[config.mk]
export PLATFORM = sky130hd
export DESIGN_NAME = btn_pulse_gen
export DESIGN_NICKNAME = d
export VERILOG_FILES = /design/src/rtl/btn_pulse_gen.sv
export SDC_FILE = /design/constraint.sdc
export NUM_CORES = 1
export LEC_CHECK = 0
export ABC_CLOCK_PERIOD_IN_PS = 1700
export CORE_AREA = 10 10 47 49
export CTS_CLUSTER_SIZE = 24
export DETAILED_ROUTE_END_ITERATION = 16
export DIE_AREA = 0 0 57 59
export GPL_TIMING_DRIVEN = 0
export PLACE_DENSITY = 0.3
export SYNTH_ARGS = -nofsm -noshare
export SYNTH_HDL_FRONTEND = slang
export SYNTH_SLANG_ARGS = --single-unit
[constraint.sdc]
create_clock -name clk -period 1.7 [get_ports clk]
set_input_delay 0.425 -clock clk [delete_from_list [all_inputs] [get_ports clk]]
set_output_delay 0.425 -clock clk [all_outputs]
set_load 0.01 [all_outputs]
[src/rtl/btn_pulse_gen.sv]
// Debounces a bouncing button level and emits one x pulse per accepted rising edge.
// Latency: DB_CYCLES+3 edges from din change to level/x (3 edges without DEBOUNCE_EN).
// Backpressure: none; free-running, consumer must take x the cycle it is high.
// Optional feature macro: DEBOUNCE_EN compiles in the stability counter.
module btn_pulse_gen #(
  parameter int unsigned DB_CYCLES = 8
) (
  input  logic clk,
  input  logic rst,
  input  logic din,
  output logic x,
  output logic level
);

  typedef enum logic [1:0] {
    LOW      = 2'd0,
    RISE_CHK = 2'd1,
    HIGH     = 2'd2,
    FALL_CHK = 2'd3
  } state_t;

  state_t state, state_nx;
  logic   s1, s2;
  logic   x_nx;
  logic   level_nx;

  // Refuse to elaborate with a stability window the 8-bit counter cannot express.
  if (DB_CYCLES < 1 || DB_CYCLES > 255) begin : g_db_range_err
    $error("btn_pulse_gen: DB_CYCLES must be in 1..255");
  end

`ifdef DEBOUNCE_EN
  localparam logic [7:0] CNT_LAST = 8'(DB_CYCLES - 1);
  logic [7:0] cnt, cnt_nx;
`endif

  // Two-flop synchronizer; only s2 is allowed to reach the FSM.
  always_ff @(posedge clk) begin
    if (rst) begin
      s1 <= 1'b0;
      s2 <= 1'b0;
    end else begin
      s1 <= din;
      s2 <= s1;
    end
  end

  // State register plus registered outputs, all cleared by reset.
  always_ff @(posedge clk) begin
    if (rst) begin
      state <= LOW;
      x     <= 1'b0;
      level <= 1'b0;
    end else begin
      state <= state_nx;
      x     <= x_nx;
      level <= level_nx;
    end
  end

`ifdef DEBOUNCE_EN
  // Stability counter; it is only ever loaded with 0 or incremented below CNT_LAST.
  always_ff @(posedge clk) begin
    if (rst) begin
      cnt <= 8'd0;
    end else begin
      cnt <= cnt_nx;
    end
  end
`endif

  // Next-state logic: a level change is accepted only after enough stable samples.
  always_comb begin
    state_nx = state;
    x_nx     = 1'b0;
`ifdef DEBOUNCE_EN
    cnt_nx   = cnt;
`endif
    case (state)
      LOW: begin
        if (s2) begin
`ifdef DEBOUNCE_EN
          state_nx = RISE_CHK;
          cnt_nx   = 8'd0;
`else
          state_nx = HIGH;
          x_nx     = 1'b1;
`endif
        end
      end
      RISE_CHK: begin
`ifdef DEBOUNCE_EN
        if (!s2) begin
          state_nx = LOW;
        end else if (cnt == CNT_LAST) begin
          state_nx = HIGH;
          x_nx     = 1'b1;
        end else begin
          cnt_nx = cnt + 8'd1;
        end
`else
        state_nx = LOW;
`endif
      end
      HIGH: begin
        if (!s2) begin
`ifdef DEBOUNCE_EN
          state_nx = FALL_CHK;
          cnt_nx   = 8'd0;
`else
          state_nx = LOW;
`endif
        end
      end
      FALL_CHK: begin
`ifdef DEBOUNCE_EN
        if (s2) begin
          state_nx = HIGH;
        end else if (cnt == CNT_LAST) begin
          state_nx = LOW;
        end else begin
          cnt_nx = cnt + 8'd1;
        end
`else
        state_nx = HIGH;
`endif
      end
      default: state_nx = LOW;
    endcase
    level_nx = (state_nx == HIGH) || (state_nx == FALL_CHK);
  end

endmodule

Word level (Yosys, flattened, before mapping) --
Index checks and enable logic that the tools add are counted.
Cells by class: equal/unequal tests 5, muxes and demuxes 4, bitwise logic cells 1, reduce and logical (&&, ||, !) cells 3
Operator list (count):
- 2-bit equality test (second input constant) | 4
- 2-bit case mux with 4 select lines | 1
- 2-bit 2-to-1 mux | 2
- 2-bit by 1-bit equality test with 1-bit output (second input constant) | 1
- 2-bit logical NOT | 1
- 2-bit OR reduction | 1
- 1-bit logical OR | 1
- 1-bit 2-to-1 mux | 1
- 1-bit inverter | 1
Word-level totals: register bits after elaboration 6, bits of input ports 3, output and inout port bits 2, logic and storage cells 18

Logic depth before layout (Yosys ltp) --
depth in word-level cells 4, depth in mapped cells 2, depth with buffers taken out 2

Worst setup path after synthesis --
No wires, ideal clock.
kind register to output, from register with a tool-made name, to output level, arrival time 0.376 ns, path slack 0.899 ns, cell stages (with the launch flop) 1, path buffers 0, cell sequence dfxtp_1
RTL lines:
- end, declared | line 12 | output logic level

==> results.md <==
- **run status** finished, final reports clean
- **total grt overflow** 0
- **top-level I/O count** 5
- **starting density of the core** 0.104
- **CTS Root Buffer Type** sky130_fd_sc_hd__clkbuf_4
- **fraction of synthesized cell area taken by the top area cell type** 0.690
- **DRC viols** 0
- **sum of negative setup slack** 0 ns
- **Setup Buffers After CTS** 0
- **RSZ-0062 raised after global routing** no
- **met2 routing resource usage after global routing** 0.0217
- **number of warnings reported in the yosys synthesis log** 0
- **placer congestion estimate** 0.500
- **critical setup path kind** reg -> out
- **synth-to-layout area growth** 59.5%
- **CTS tree** done
- **Critical Path End Type** output pin
- **gate count after technology mapping** 11
- **Vert. Die Dim** 59 um
- **type of the worst min-delay path** reg -> reg
- **count of state elements after synthesis** 5
- **Floorplan Core Area** 1400 um^2
- **Worst setup SP type** flop
- **DRC marker count from the first detailed-route iteration** 0
- **top cells by area in the synthesized netlist** sky130_fd_sc_hd__dfxtp_1 (69%), sky130_fd_sc_hd__nor4b_2 (10%), sky130_fd_sc_hd__nor2b_1 (8.6%)
- **Final setup violation count** 0
- **count of input and output buffers** 4
- **routed length per instance** 7.23 um
- **die width** 57 um
- **Worst Clk Skew** 0.00333 ns
- **number of global-route vias before repair** 107
- **final critical delay including setup and external delays** 1.58 ns
- **hold-fix buffers at CTS** 0
- **met1 track demand over resource** 0.0130
- **number of max-capacitance violations reported** 0
- **P_leak** 0.0000875 uW
- **crit-path max cell delay** 0.56 ns
- **Pins Over Slew Limit** 0
- **final core utilization** 0.165
- **proportion of layout cells with a drive suffix above 1** 0.211
- **total routed wirelength** 253 um
- **worst vdd ir** 0.344 mV
- **via count normalized by instance count** 2.83
- **Site Rows** 14
- **Skew-Pair Late Insertion Delay** 0.24 ns
- **Period Utilization, post-route** 0.930
- **arrival time reported for the critical path endpoint** 1.16 ns
- **cells traversed along the worst timing path** clkdlybuf4s50_1
- **power per cell area** 1180 nW/um^2
- **number of buffers created by CTS** 3
- **part of the Yosys area used for sequential elements** 0.690
- **DRT antenna net count** 0
- **final count of hold timing violations** 0
- **crit path buf inv count** 1
- **maximum number of pins on one net before global-route repair** 5
- **Syn Nets** 14
- **Crit Path Max Fanout** 3
- **Post-Syn Area per Cell** 13.2 um^2
- **global-route wire length before repair** 476 um
- **cts repair resizes** 0
- **area leader, netlist** sky130_fd_sc_hd__dfxtp_1
- **final-layout worst hold slack** 0.434 ns
- **number of distinct library cells after synthesis** 6
- **number of nets in the finished design** 23
- **required time worst endpoint** 1.27 ns
- **CTS clk-pin slew, worst paths** 0.04 ns
- **number of antenna violations at the first check in global routing** 0
- **CTS Sinks** 5
- **maximum number of buffers from clock root to sink** 2
- **HPWL Detailed** 186 um
- **number of filler instances in the final layout** 167
- **post-synthesis instance area** 145 um^2
- **number of diodes added for antenna fixing** 0
- **Total Die Area** 3360 um^2
- **CP top delay family** buffers and inverters
- **maximum achievable frequency** 633 MHz
- **# H-tree levels** 1
- **Global Route Usage Sum** 0.0259
- **busiest grt layer** met3
- **met3 track demand over resource** 0.0494
- **worst-path cell with the longest stage delay** sky130_fd_sc_hd__clkdlybuf4s50_1
- **Via Count** 99
- **drt pass-1 iters** 1
## cell type report
class	count	area [um^2]	area share
flip-flops and latches	5	100	0.432
multi-input cells	6	45.0	0.195
clock buffers	4	26.3	0.114
well taps	16	20.0	0.0865
repair buffers	4	40.0	0.173
## Yosys cell counts, drive strengths merged
master  count
conb        1
nor4b       1
nor2        1
dfxtp       5
nor2b       2
mux2i       1
## per-layer routing
layer,vias to the layer above,share of wire
li1,50,-
met1,42,0.44
met2,7,0.33
met3,0,0.23
met4,0,0
met5,-,0
## placed cells by master (no fill, tap or decap)
| cell | synthesis | layout |
|---|---|---|
| sky130_fd_sc_hd__clkdlybuf4s50_1 | 0 | 4 |
| sky130_fd_sc_hd__nor2_1 | 1 | 1 |
| sky130_fd_sc_hd__nor2b_1 | 2 | 2 |
| sky130_fd_sc_hd__mux2i_1 | 1 | 1 |
| sky130_fd_sc_hd__clkbuf_1 | 0 | 1 |
| sky130_fd_sc_hd__clkbuf_4 | 0 | 3 |
| sky130_fd_sc_hd__conb_1 | 1 | 1 |
| sky130_fd_sc_hd__dfxtp_1 | 5 | 5 |
| sky130_fd_sc_hd__nor4b_2 | 1 | 1 |
## report_power, final
part	internal [uW]	switching (uW)	total (uW)
clock network	88.8	49.0	138
registers	122	2.27	124
logic	8.18	3.46	11.6
## cells by family after synthesis
logic type    count (synthesis)  share of synthesized area
flops                         5                      0.690
mux                           1                     0.0690
other cells                   1                     0.0258
simple gates                  4                      0.215
## final timing paths
path	end	cells after the start	slack [ns]	from
hold reg to reg	s2	1	0.43	s1
setup reg to reg	flop	2	1.00	state[0]
setup / recovery	level	1	0.12	flop
hold / removal	s2	1	0.43	s1
## through the flow
step                      setup WS [ns]  area, um^2  std cells  total power [uW]
after floorplan                   0.899         145         11               130
final                             0.120         231         35               274
after global placement            0.374         205         31               138
after CTS                        0.0936         231         35               285
after detailed placement          0.372         205         31               138
after global routing             0.0246         231         35               303
Power figures use the tool's default switching activity.
==> RTL edit, RTL diff (same flow settings) <==
Put one more register stage on the output `level`, cleared by the reset. The value now appears one clock later. The other outputs are not delayed to match. Comments in the files are not updated.
--- a/src/rtl/btn_pulse_gen.sv
+++ b/src/rtl/btn_pulse_gen.sv
@@ -19,4 +19,6 @@
     FALL_CHK = 2'd3
   } state_t;
+
+  logic level_s0;
 
   state_t state, state_nx;
@@ -51,9 +53,9 @@
       state <= LOW;
       x     <= 1'b0;
-      level <= 1'b0;
+      level_s0 <= 1'b0;
     end else begin
       state <= state_nx;
       x     <= x_nx;
-      level <= level_nx;
+      level_s0 <= level_nx;
     end
   end
@@ -131,4 +133,12 @@
   end
 
+  always_ff @(posedge clk) begin
+    if (rst) begin
+      level <= '0;
+    end else begin
+      level <= level_s0;
+    end
+  end
+
 endmodule
 
Behaviour: not the same (Yosys sat finds a counterexample within 4 cycles, from zero or initial values and one cycle with rst high).
==> RTL edit against the original RTL <==
  * Global-route usage fell by 0.34 points
  * Wire length rose by 4.0%
  * Synthesized area increased by 18%
  * Critical path depth did not move
  * Cell area is 9.7% higher
  * Sequential cell count is 1 higher
  * Maximum frequency is 5.6% higher
  * Clock power decreased by 7%
  * Count of clock-buffer cells in the layout is 1 lower
  * Total power increased by 5.7%
  * Worst setup slack gained 83 ps
  * Worst hold slack improved by 1.1 ps
  * Non-clock buffer count unchanged
  * Critical path type unchanged
  * Highest routed layer unchanged
==> RTL edit: results (changes against the original RTL) <==
{
  "outcome": {
    "outcome": "finished clean"
  },
  "critical_path": {
    "cp_slowest_stage_delay": {"value": 530, "unit": "ps", "change": "-30 ps"},
    "worst-path-max-fanout": {"value": 1, "change": "-2"}
  },
  "cells_and_area": {
    "final_cells": {"value": 36, "change": "+2.9%"},
    "fillCellCount": {"value": 163, "change": "-2.4%"},
    "share_of_cells_above_drive_strength_1": {"value": 20.0, "unit": "%", "change": "-1.1 points"},
    "layout.cell_area.non_filler": {"value": 254, "unit": "µm²", "change": "+9.7%"}
  },
  "global_routing": {
    "global_route_wire_length_before_repair": {"value": 462, "unit": "µm", "change": "-2.9%"},
    "grt_use_total": {"value": 2.25, "unit": "%", "change": "-0.34 points"},
    "vias_in_the_first_global_route": {"value": 131, "change": "+22%"},
    "grt_start_max_net_pins": {"value": 6, "change": "+1"}
  },
  "synth": {
    "synthesis.nets": {"value": 16, "change": "+2"},
    "synth.cells.most_frequent": "dfxtp_1, nor2b_1",
    "synthArstFlopShare": {"value": 0, "unit": "%", "change": "unchanged"},
    "synth.yosys.seq_area_share": {"value": 70.1, "unit": "%", "change": "+1.1 points"},
    "synth_top_cell_area_share": {"value": 70.1, "unit": "%", "change": "+1.1 points"},
    "syn_area_per_cell": {"value": 13.2, "unit": "µm²", "change": "about the same"},
    "post_synth_main_area_contributors": "dfxtp_1, nor2b_1, nor4b_2"
  },
  "timing": {
    "timing_max_transition_violations_final": {"value": 0, "change": "unchanged"},
    "clock-skew-final": {"value": 2.37, "unit": "ps", "change": "-0.955 ps"}
  },
  "pwr": {
    "p_leak": {"value": 0.0967, "unit": "nW", "change": "+10%"},
    "peakVddDrop": {"value": 0.296, "unit": "mV", "change": "-14%"}
  },
  "placed_design": {
    "place_congestion": {"value": 0.602, "change": "+20%"},
    "dp.cells": {"value": 33, "change": "+6.5%"},
    "post-place-ws": {"value": 439, "unit": "ps", "change": "+66.7 ps"},
    "placed_area": {"value": 231, "unit": "µm²", "change": "+13%"}
  },
  "route": {
    "post_drt_via_cell_ratio": {"value": 3.00, "change": "+6.1%"},
    "wire_per_inst": {"value": 7.31, "unit": "µm", "change": "+1.1%"}
  }
}
-- RTL edit: changes by cell type after synthesis, sizes merged --
cell	before	now
dfxtp	5	6
nor2b	2	3
-- RTL edit: area by class of cell --
| cell class | instances | share of cell area (%) |
|---|---|---|
| Sequential cell | 6 | 47.3 |
| Tap cell | 16 | 7.88 |
| Timing Repair Buffer | 4 | 15.8 |
| Multi-Input combinational cell | 7 | 20.2 |
| Clock buffer | 3 | 8.87 |
-- RTL edit: logic make-up (layout without fill, tap and decap cells) --
logic type | after synthesis | after routing | share of synthesized area, %
simple gates | 5 | 5 | 21.9
mux | 1 | 1 | 5.84
buf+inv | 0 | 7 | 0
other cells | 1 | 1 | 2.19
flops | 6 | 6 | 70.1
-- RTL edit: report_power, final --
| part | internal, mW | switching [mW] |
|---|---|---|
| clock network | 0.0797 | 0.0495 |
| registers | 0.146 | 0.00238 |
| logic | 0.00801 | 0.00363 |
-- RTL edit: final timing paths --
path                            startpoint        end  slack [ps]  depth (start not counted)
worst max-delay path                     x          x         200                          1
worst min-delay path                    s1         s2         440                          1
worst max register to register    state[0]  flip-flop        1000                          2
worst min register to register          s1         s2         440                          1
-- RTL edit: metrics by stage --
stage	hold slack (ps)	total power, mW
floorplan	414	0.155
global placement	424	0.163
detailed placement	428	0.163
CTS	442	0.296
global route	472	0.303
finish	435	0.289
-- RTL edit: metal layers --
layer / wire length, µm / GRT usage (%) / vias up
met5: 0 / 0 / -
met4: 0 / 4.03 / 0
met3: 36 / 2.79 / 0
met2: 90 / 1.86 / 5
met1: 136 / 1.78 / 47
li1: - / - / 56
